`config.mk`:
```
export PLATFORM = sky130hd
export DESIGN_NAME = cmac_approx_mul_pipe
export DESIGN_NICKNAME = d
export VERILOG_FILES = /design/src/rtl/cmac_approx_mul_defines.sv /design/src/rtl/cmac_approx_mul_lane.sv /design/src/rtl/mult4x4.sv /design/src/rtl/cmac_approx_mul_pipe.sv
export SDC_FILE = /design/constraint.sdc
export NUM_CORES = 2
export LEC_CHECK = 0
export ABC_AREA = 0
export CORE_MARGIN = 2
export CORE_UTILIZATION = 46
export DETAILED_ROUTE_END_ITERATION = 8
export GPL_ROUTABILITY_DRIVEN = 1
export GPL_TIMING_DRIVEN = 0
export PLACE_DENSITY = 0.66
export SYNTH_ARGS = -nofsm -noshare
export SYNTH_HDL_FRONTEND = slang
export SYNTH_SLANG_ARGS = --single-unit
```
`constraint.sdc`:
```
create_clock -name nvdla_core_clk -period 4 [get_ports nvdla_core_clk]
set_clock_uncertainty 0.2 [all_clocks]
set_input_delay 0.4 -clock nvdla_core_clk [delete_from_list [all_inputs] [get_ports nvdla_core_clk]]
set_output_delay 0.4 -clock nvdla_core_clk [all_outputs]
set_load 0.01 [all_outputs]
```
`src/rtl/cmac_approx_mul_defines.sv`:
```
// Shared constants for the CMAC approximate multiplier array: mode encodings,
// sub-multiplier width and pipeline depth.
package cmac_approx_mul_defines;

    localparam int SUB_W      = 4;
    localparam int PIPE_DEPTH = 3;

    typedef logic [1:0] mode_t;

    localparam mode_t MODE_EXACT        = 2'd0;
    localparam mode_t MODE_APPROX_1C    = 2'd1;
    localparam mode_t MODE_APPROX_TRUNC = 2'd2;
    localparam mode_t MODE_RSVD         = 2'd3;

    // The reserved encoding falls back to exact arithmetic.
    function automatic logic is_exact(input mode_t m);
        return (m == MODE_EXACT) || (m == MODE_RSVD);
    endfunction

endpackage

```
`src/rtl/cmac_approx_mul_lane.sv`:
```
// One signed multiplier lane: sign/magnitude split (S1), nibble sub-products (S2),
// shifted accumulation with mode-dependent sign restore (S3).
module cmac_approx_mul_lane
    import cmac_approx_mul_defines::*;
#(
    parameter int DATA_W = 8,
    parameter int NIB_W  = 4
) (
    input  logic                i_clk,
    input  logic                i_rst_n,
    input  logic                i_ld1,
    input  logic                i_ld2,
    input  logic                i_ld3,
    input  mode_t               i_mode_in,
    input  mode_t               i_mode_s1,
    input  mode_t               i_mode_s2,
    input  logic [DATA_W-1:0]   i_a,
    input  logic [DATA_W-1:0]   i_b,
    output logic [2*DATA_W-1:0] o_prod
);

    localparam int K     = DATA_W / NIB_W;
    localparam int MAG_W = DATA_W + 1;
    localparam int PW    = 2 * DATA_W;
    localparam int NPP   = K * K;

    logic [MAG_W-1:0] w_a_ext;
    logic [MAG_W-1:0] w_b_ext;
    logic [MAG_W-1:0] w_mag_a;
    logic [MAG_W-1:0] w_mag_b;
    logic             r_sign1;
    logic [MAG_W-1:0] r_mag_a;
    logic [MAG_W-1:0] r_mag_b;
    logic [7:0]       w_pp [NPP];
    logic [7:0]       r_pp [NPP];
    logic [PW-1:0]    w_corr;
    logic [PW-1:0]    r_corr;
    logic             r_sign2;
    logic [PW-1:0]    w_sum;
    logic [PW-1:0]    w_res;
    logic [PW-1:0]    r_prod;

    assign w_a_ext = {i_a[DATA_W-1], i_a};
    assign w_b_ext = {i_b[DATA_W-1], i_b};

    // Exact modes negate (so -2^(DATA_W-1) needs the extra bit); approximate modes only invert.
    always_comb begin
        w_mag_a = w_a_ext;
        w_mag_b = w_b_ext;
        if (i_a[DATA_W-1]) w_mag_a = is_exact(i_mode_in) ? -w_a_ext : ~w_a_ext;
        if (i_b[DATA_W-1]) w_mag_b = is_exact(i_mode_in) ? -w_b_ext : ~w_b_ext;
    end

    always_ff @(posedge i_clk or negedge i_rst_n) begin
        if (!i_rst_n) begin
            r_sign1 <= 1'b0;
            r_mag_a <= '0;
            r_mag_b <= '0;
        end else if (i_ld1) begin
            r_sign1 <= i_a[DATA_W-1] ^ i_b[DATA_W-1];
            r_mag_a <= w_mag_a;
            r_mag_b <= w_mag_b;
        end
    end

    for (genvar gi = 0; gi < K; gi++) begin : g_row
        for (genvar gj = 0; gj < K; gj++) begin : g_col
            mult4x4 u_mult (
                .i_a (r_mag_a[gi*NIB_W +: NIB_W]),
                .i_b (r_mag_b[gj*NIB_W +: NIB_W]),
                .o_p (w_pp[gi*K + gj])
            );
        end
    end

    // Cross terms for the magnitude bit above the nibbles; both set at once cannot occur.
    always_comb begin
        w_corr = '0;
        if (r_mag_a[DATA_W]) w_corr = w_corr + (PW'(r_mag_b[DATA_W-1:0]) << DATA_W);
        if (r_mag_b[DATA_W]) w_corr = w_corr + (PW'(r_mag_a[DATA_W-1:0]) << DATA_W);
    end

    always_ff @(posedge i_clk or negedge i_rst_n) begin
        if (!i_rst_n) begin
            for (int n = 0; n < NPP; n++) r_pp[n] <= '0;
            r_corr  <= '0;
            r_sign2 <= 1'b0;
        end else if (i_ld2) begin
            for (int n = 0; n < NPP; n++)
                r_pp[n] <= (n == 0 && i_mode_s1 == MODE_APPROX_TRUNC) ? 8'h00 : w_pp[n];
            r_corr  <= w_corr;
            r_sign2 <= r_sign1;
        end
    end

    always_comb begin
        w_sum = r_corr;
        for (int i = 0; i < K; i++)
            for (int j = 0; j < K; j++)
                w_sum = w_sum + (PW'(r_pp[i*K + j]) << (NIB_W * (i + j)));
        w_res = w_sum;
        if (r_sign2) w_res = is_exact(i_mode_s2) ? -w_sum : ~w_sum;
    end

    always_ff @(posedge i_clk or negedge i_rst_n) begin
        if (!i_rst_n) r_prod <= '0;
        else if (i_ld3) r_prod <= w_res;
    end

    assign o_prod = r_prod;

endmodule

```
`src/rtl/mult4x4.sv`:
```
// 4x4 unsigned multiplier with an 8-bit product; the building block of every lane.
module mult4x4 (
    input  logic [3:0] i_a,
    input  logic [3:0] i_b,
    output logic [7:0] o_p
);

    assign o_p = {4'b0000, i_a} * {4'b0000, i_b};

endmodule

```
`src/rtl/cmac_approx_mul_pipe.sv`:
```
// Multi-lane pipelined signed multiplier with per-transaction exact/approximate mode,
// three register stages and a fully back-pressured valid/ready handshake.
module cmac_approx_mul_pipe #(
    parameter int DATA_W = 8,
    parameter int LANES  = 8,
    parameter int SUB_W  = cmac_approx_mul_defines::SUB_W
) (
    input  logic                      nvdla_core_clk,
    input  logic                      nvdla_core_rstn,
    input  logic                      in_valid,
    output logic                      in_ready,
    input  logic [LANES*DATA_W-1:0]   in_a,
    input  logic [LANES*DATA_W-1:0]   in_b,
    input  logic [1:0]                in_mode,
    output logic                      out_valid,
    input  logic                      out_ready,
    output logic [LANES*2*DATA_W-1:0] out_data,
    output logic [1:0]                out_mode,
    output logic                      err_mode
);

    logic       r_v1;
    logic       r_v2;
    logic       r_v3;
    logic [1:0] r_mode1;
    logic [1:0] r_mode2;
    logic [1:0] r_mode3;
    logic       r_err;
    logic       w_en1;
    logic       w_en2;
    logic       w_en3;
    logic       w_acc;
    logic       w_ld2;
    logic       w_ld3;

    // A stage may load when it is empty or its contents move on this cycle.
    assign w_en3 = !r_v3 || out_ready;
    assign w_en2 = !r_v2 || w_en3;
    assign w_en1 = !r_v1 || w_en2;
    assign w_acc = in_valid && w_en1;
    assign w_ld2 = w_en2 && r_v1;
    assign w_ld3 = w_en3 && r_v2;

    always_ff @(posedge nvdla_core_clk or negedge nvdla_core_rstn) begin
        if (!nvdla_core_rstn) begin
            r_v1    <= 1'b0;
            r_v2    <= 1'b0;
            r_v3    <= 1'b0;
            r_mode1 <= '0;
            r_mode2 <= '0;
            r_mode3 <= '0;
            r_err   <= 1'b0;
        end else begin
            if (w_en1) r_v1 <= in_valid;
            if (w_en2) r_v2 <= r_v1;
            if (w_en3) r_v3 <= r_v2;
            if (w_acc) r_mode1 <= in_mode;
            if (w_ld2) r_mode2 <= r_mode1;
            if (w_ld3) r_mode3 <= r_mode2;
            if (w_acc && in_mode == cmac_approx_mul_defines::MODE_RSVD) r_err <= 1'b1;
        end
    end

    for (genvar g = 0; g < LANES; g++) begin : g_lane
        cmac_approx_mul_lane #(
            .DATA_W (DATA_W),
            .NIB_W  (SUB_W)
        ) u_lane (
            .i_clk     (nvdla_core_clk),
            .i_rst_n   (nvdla_core_rstn),
            .i_ld1     (w_acc),
            .i_ld2     (w_ld2),
            .i_ld3     (w_ld3),
            .i_mode_in (in_mode),
            .i_mode_s1 (r_mode1),
            .i_mode_s2 (r_mode2),
            .i_a       (in_a[g*DATA_W +: DATA_W]),
            .i_b       (in_b[g*DATA_W +: DATA_W]),
            .o_prod    (out_data[g*2*DATA_W +: 2*DATA_W])
        );
    end

    assign in_ready  = w_en1;
    assign out_valid = r_v3;
    assign out_mode  = r_mode3;
    assign err_mode  = r_err;

endmodule

```
# --- Yosys cells after proc, flatten, opt, wreduce, memory -nomap -nowiden ---
# Cells that the tools add are included.
totals:
  out_inout_bits: 133
  reg_bits: 682
  in_bits: 134
  elab_cells: 304
op_classes:
  n_mul: 32
  n_reduce_logical: 14
  n_bitwise: 32
  n_eq_ne: 3
  muxes: 72
  n_addsub: 64
op_table:
  columns: ["op", "n"]
  rows:
  - ["16-bit two-way mux", 32]
  - ["9-bit two-way mux", 32]
  - ["16-bit by 12-bit adder with 16-bit output", 16]
  - ["16-bit adder", 16]
  - ["4-bit by 4-bit multiplier with 8-bit output", 32]
  - ["9-bit negator", 16]
  - ["9-bit inverter", 16]
  - ["16-bit by 8-bit adder with 16-bit output", 8]
  - ["16-bit negator", 8]
  - ["16-bit inverter", 8]
  - ["8-bit two-way mux", 8]
  - ["1-bit bitwise XOR", 8]
  - ["2-bit equality test, second input constant", 3]
  - ["1-bit logical OR", 5]
  - ["1-bit logical AND", 4]
  - ["2-bit zero test", 2]
  - ["1-bit zero test", 3]

# --- Logic depth before layout (Yosys ltp) ---
logic_depth:
  depth_word: 7
  ltp_mapped: 13
  mapped_depth_nobuf: 13

# --- Modules after synthesis ---
# A second synthesis with hierarchy kept.
unflattened:
  cells_unflattened: 5663
  area_unflattened_um2: 52735.6
modules_own_cells:
  columns: ["module", "area_per_inst_um2", "seq_area_each_um2", "instances", "cells_per_inst"]
  rows:
  - ["cmac_approx_mul_lane (g_lane[1].u_lane ...)", 4734.5, 1901.8, 6, 499]
  - ["mult4x4 (g_lane[2].u_lane.g_row[0].g_col[0].u_mult ...)", 447.9, 0.0, 14, 51]
  - ["cmac_approx_mul_lane (g_lane[0].u_lane)", 4734.5, 1901.8, 1, 507]
  - ["cmac_approx_mul_lane (g_lane[7].u_lane)", 4713.3, 1901.8, 1, 501]
  - ["mult4x4 (g_lane[5].u_lane.g_row[1].g_col[0].u_mult ...)", 446.7, 0.0, 10, 51]
  - ["mult4x4 (g_lane[0].u_lane.g_row[0].g_col[0].u_mult ...)", 464.2, 0.0, 8, 51]
  - ["cmac_approx_mul_pipe", 429.2, 250.2, 1, 29]

# --- Worst setup path after synthesis ---
# Ideal clock, no wire load.
synth_path:
  kind: "register -> register"
  startpoint: "register g_lane[5].u_lane.r_pp[10] (netlist bit)"
  endpoint: "register g_lane[5].u_lane.r_prod[12]"
  stages_incl_launch_ff: 13
  synth_period_minus_slack_ns: 3.937
  arrival_time_ns: 3.604
  path_buffers: 0
  path_slack_ns: 0.063
  required_ns: 3.667
  setup_time_ns: 0.133
  cell_sequence: "dfrtp_1 > inv_1 > fa_1 > inv_1 > ha_1 > ha_1 > fa_1 > or4_1 > or2_2 > or4_1 > o21ai_0 > xor2_1 > o21ai_0"
synth_via:
  elab_chain_cells: 5
  elab_cells_between_ends: 6
  cone_classes: "add/sub (3); mux (2); bitwise (1)"
synth_rtl:
  columns: ["item", "line", "rtl"]
  rows:
  - ["start: declaration", "cmac_approx_mul_lane.sv:35", "logic [7:0] r_pp [NPP];"]
  - ["start signal: indexed assignment", "cmac_approx_mul_lane.sv:90", "r_pp[n] <= (n == 0 && i_mode_s1 == MODE_APPROX_TRUNC) ? 8'h00 : w_pp[n];"]
  - ["16-bit by 12-bit adder with 16-bit output (*)", "cmac_approx_mul_lane.sv:100", "w_sum = w_sum + (PW'(r_pp[i*K + j]) << (NIB_W * (i + j)));"]
  - ["16-bit adder (*)", "cmac_approx_mul_lane.sv:100", null]
  - ["16-bit negator or 16-bit inverter (tied branches)", "cmac_approx_mul_lane.sv:102", "if (r_sign2) w_res = is_exact(i_mode_s2) ? -w_sum : ~w_sum;"]
  - ["16-bit two-way mux", "cmac_approx_mul_lane.sv:102", null]
  - ["16-bit two-way mux (*)", "cmac_approx_mul_lane.sv:102", null]
  - ["end signal: assignment", "cmac_approx_mul_lane.sv:107", "else if (i_ld3) r_prod <= w_res;"]
  - ["end: declaration", "cmac_approx_mul_lane.sv:41", "logic [PW-1:0] r_prod;"]
# Mark *: on every way between the ends. The rest lies on a longest branch, timed or not.
# A chain may end at the register's enable or synchronous reset.

# --- Final worst setup path ---
layout_path:
  startpoint: "register r_mode2[1]"
  endpoint: "register g_lane[6].u_lane.r_prod[1]"
layout_via:
  elab_chain_cells: 4
  elab_cells_between_ends: 5
  cone_classes: "eq/ne (1); mux (2); reduce/logical (2)"
layout_rtl:
  columns: ["item", "line", "rtl"]
  rows:
  - ["start: declaration", "cmac_approx_mul_pipe.sv:26", "logic [1:0] r_mode2;"]
  - ["start signal: assignment", "cmac_approx_mul_pipe.sv:58", "if (w_ld2) r_mode2 <= r_mode1;"]
  - ["2-bit equality test or 2-bit zero test (tied branches)", "cmac_approx_mul_defines.sv:17", "return (m == MODE_EXACT) || (m == MODE_RSVD);"]
  - ["1-bit logical OR (*)", "cmac_approx_mul_defines.sv:17", null]
  - ["16-bit two-way mux (*) (2 in a row)", "cmac_approx_mul_lane.sv:102", null]
  - ["end signal: assignment", "cmac_approx_mul_lane.sv:107", null]
  - ["end: declaration", "cmac_approx_mul_lane.sv:41", null]
# Marked as above.

==> results.toml <==
[global_routing]
antenna_found_initial = 10
overflow = 0
grt_pass1_wl_um = 245000
grt_use_total_pct = 28.6
grt_pass1_vias = 41100
grt_max_degree = 118

[min_path]
hold_path.class = "in -> reg"
holdPathStages = 3

[cts]
htreeDepth = 3
root_buffer = "clkbuf_16"
cts.clk_slew.worst_paths_ps = 70
clockBufferDepth = 3
tritoncts = "yes"
numCtsBuffers = 75
clk_latency_ps = 670
clock-sinks = 618

[placement]
dp_slack_ps = -1500
place_congestion = 0.924
dp_hpwl_um = 123000
io_buffers = 250

[routing]
post_drt_wl_per_cell_um = 21.0
vias_per_cell = 5.41
postRouteAntennaNets = 0
drc = 0
first_pass_iters = 6
finalWirelength_um = 162000
vias = 41800
first_iter_violations = 2898

[layout]
fin_nets = 7151
drive_gt1_share_pct = 4.61
syn_to_final_growth_pct = 15.4
final_util_pct = 53.4

[floorplanning]
num_rows = 122
initial_utilization_pct = 46.3
num_io_pins = 267
die_w_um = 337
die_area_um2 = 114000
fp.coreArea_um2 = 110000
die_h_um = 337

[logic_synthesis]
ys_warn_count = 0
synth_nets = 6799
postSynthCellCount = 5816
syn_area_um2 = 51000
avgSynthCellArea_um2 = 8.78
seq_area_frac_synth_pct = 30.3
synth_seq_cells = 618
synth_edf_count = 0
synth-async-reset-ratio_pct = 100
yosysUniqueCellTypes = 75
synth_ff_type = "dfrtp_1"

[timing]
min_period_ps = 4050
finalCritPeriodShare_pct = 101
setup_slack_ps = -45.1
finalMaxSlewViolations = 0
fmax_mhz = 247
worst_slew_pin_slew_ps = 1460
rsz0062_at_grt = "true"
hold_viol_final = 0
finalSetupViolations = 1
slew_headroom_pct = 2.34

[power_and_ir_drop]
power_leakage_nw = 29.1
ir_drop_mv = 0.359
p_per_area_nw_per_um2 = 559
power_mw = 32.9

[job]
drv_cap = 0

[critical_path]
crit_arrival_ps = 4430
end_kind = "register"
crit_type = "reg -> reg"
required_ps = 4380
r2r_cells = 6
crit_fanout = 10
start_kind = "register"

[status]
violations = "negative setup slack"
status = "complete, but fails checks"
==> per-layer routing <==
layer | vias to the layer above | track usage, % | part of all wire (%)
met3 | 279 | 5.67 | 7.8
met2 | 1259 | 44.6 | 44
met4 | 0 | 13.5 | 5.2
met1 | 20300 | 38.3 | 43
li1 | 20000 | - | -
met5 | - | 0 | 0
==> synthesized netlist by cell type (all sizes together), types with 16 or more instances <==
master	n	area, um^2
nor3	29	145
a21o	107	803
o41ai	20	190
o31ai	38	290
nand3	78	390
xnor2	199	1750
xor2	236	2070
o21ai	629	3150
a31oi	26	163
fa	240	4800
nor4	21	131
o21bai	29	218
nor2	159	597
and2	357	2230
or4	20	150
ha	609	7620
o22ai	16	100
a211oi	22	165
o21a	24	180
dfrtp	618	15500
inv	620	2330
nand2	942	3540
clkbuf	272	1020
or3	17	106
nand2b	22	138
nor2b	26	163
a21oi	172	861
buf	20	76.3
nand4	16	100
mux2i	63	631
==> logic make-up after synthesis <==
logic type	Yosys count	synth area share, %
flip-flops	618	30.3
AO/OA/AOI/OAI	1202	14.1
XOR/XNOR	435	7.48
AND/OR/NAND/NOR	1727	15.7
adder cells (fa/ha/maj)	849	24.3
multiplexers	72	1.43
buffers and inverters	913	6.72
==> worst max-delay path, cell delays in order (launching register included) <==
cell and delay [ps]:
dfrtp_1 530, xnor2_2 1150, clkbuf_1 1150, nand2_1 120
o211ai_1 140, o21ai_0 360, o21ai_0 280
==> cells in the final DEF (no fill, tap or decap), types with 19 or more instances in the layout <==
cell             synthesis  final
xnor2_1                198    196
clkdlybuf4s50_1          0    249
o31ai_1                 37     34
a211oi_1                22     19
o21a_1                  24     24
fa_1                   240    238
nand2b_1                22     22
mux2i_1                 63     63
clkbuf_1               272    256
nand3_1                 78     77
nor4_1                  21     19
xor2_1                 236    233
inv_1                  620    613
nand2_1                942    941
and2_1                 357    357
clkbuf_16                0     77
nor2b_1                 26     24
a21oi_1                172    168
nor2_1                 159    156
dfrtp_1                618    618
clkbuf_2                 0     25
o21bai_1                29     29
nor3_1                  29     27
a21o_1                 107    107
a31oi_1                 26     26
o21ai_0                623    617
ha_1                   609    591
==> area by class of cell <==
class                           count  area (um^2)
Sequential cell                   618        15500
Clock buffer                      107         2210
Tap cell                         1488         1860
Fill cell                       10200        51400
Buffer                            288         1130
Clock inverter                     29          339
Timing Repair Buffer              279         2860
Antenna cell                        4         10.0
Multi-Input combinational cell   4285        32700
Inverter                          621         2330
==> repair_timing <==
item / 4_1_cts / 5_1_grt
pin swaps: 23 / 24
setup buffers: 9 / 3
resized for setup: 53 / 95
hold endpoints to repair: 114 / 0
hold buffers: 11 / 0
endpoints found under the setup margin: 195 / 110
==> final timing paths <==
| path | from | to | slack (ps) |
|---|---|---|---|
| setup reg to reg | r_mode2[1]$_DFFE_PN0P_ | g_lane[6].u_lane.o_prod[1]$_DFFE_PN0P_ | -50 |
| hold / removal | in_b[47] | g_lane[5].u_lane.r_mag_b[7]$_DFFE_PN0P_ | 20 |
| setup / recovery | r_mode2[1]$_DFFE_PN0P_ | g_lane[6].u_lane.o_prod[1]$_DFFE_PN0P_ | -50 |
| min in group asynchronous | nvdla_core_rstn | g_lane[4].u_lane.o_prod[6]$_DFFE_PN0P_ | 210 |
| max in group asynchronous | nvdla_core_rstn | g_lane[7].u_lane.r_pp[6]$_DFFE_PN0P_ | 1390 |
| hold reg to reg | g_lane[0].u_lane.o_prod[6]$_DFFE_PN0P_ | g_lane[0].u_lane.o_prod[6]$_DFFE_PN0P_ | 280 |
==> through the flow <==
stage	setup TNS [ps]	std cells	hold slack [ps]	instance area, um^2
6_report	-45.1	7719	18.9	58900
5_1_grt	-327	7716	62.0	58900
4_1_cts	0	7715	4.69	58600
3_5_place_dp	-187180	7560	265	55600
3_3_place_gp	-	7554	262	55400
2_1_floorplan	0	5816	-95.6	51000
==> power by group <==
part	switching, mW	internal, mW
Combinational	10.1	6.77
Sequential	1.11	7.81
Clock	2.92	4.24
Total	14.1	18.8
==> flip-flops by register name (all words and copies together) (netlist names), 2 cells and up <==
register               flops
g_lane.u_lane.r_pp       256
g_lane.u_lane.o_prod     128
g_lane.u_lane.r_mag_a     72
g_lane.u_lane.r_mag_b     72
g_lane.u_lane.r_corr      64
g_lane.u_lane.r_sign1      8
g_lane.u_lane.r_sign2      8
out_mode                   2
r_mode1                    2
r_mode2                    2
No activity file was read; power rests on OpenSTA's default activity.
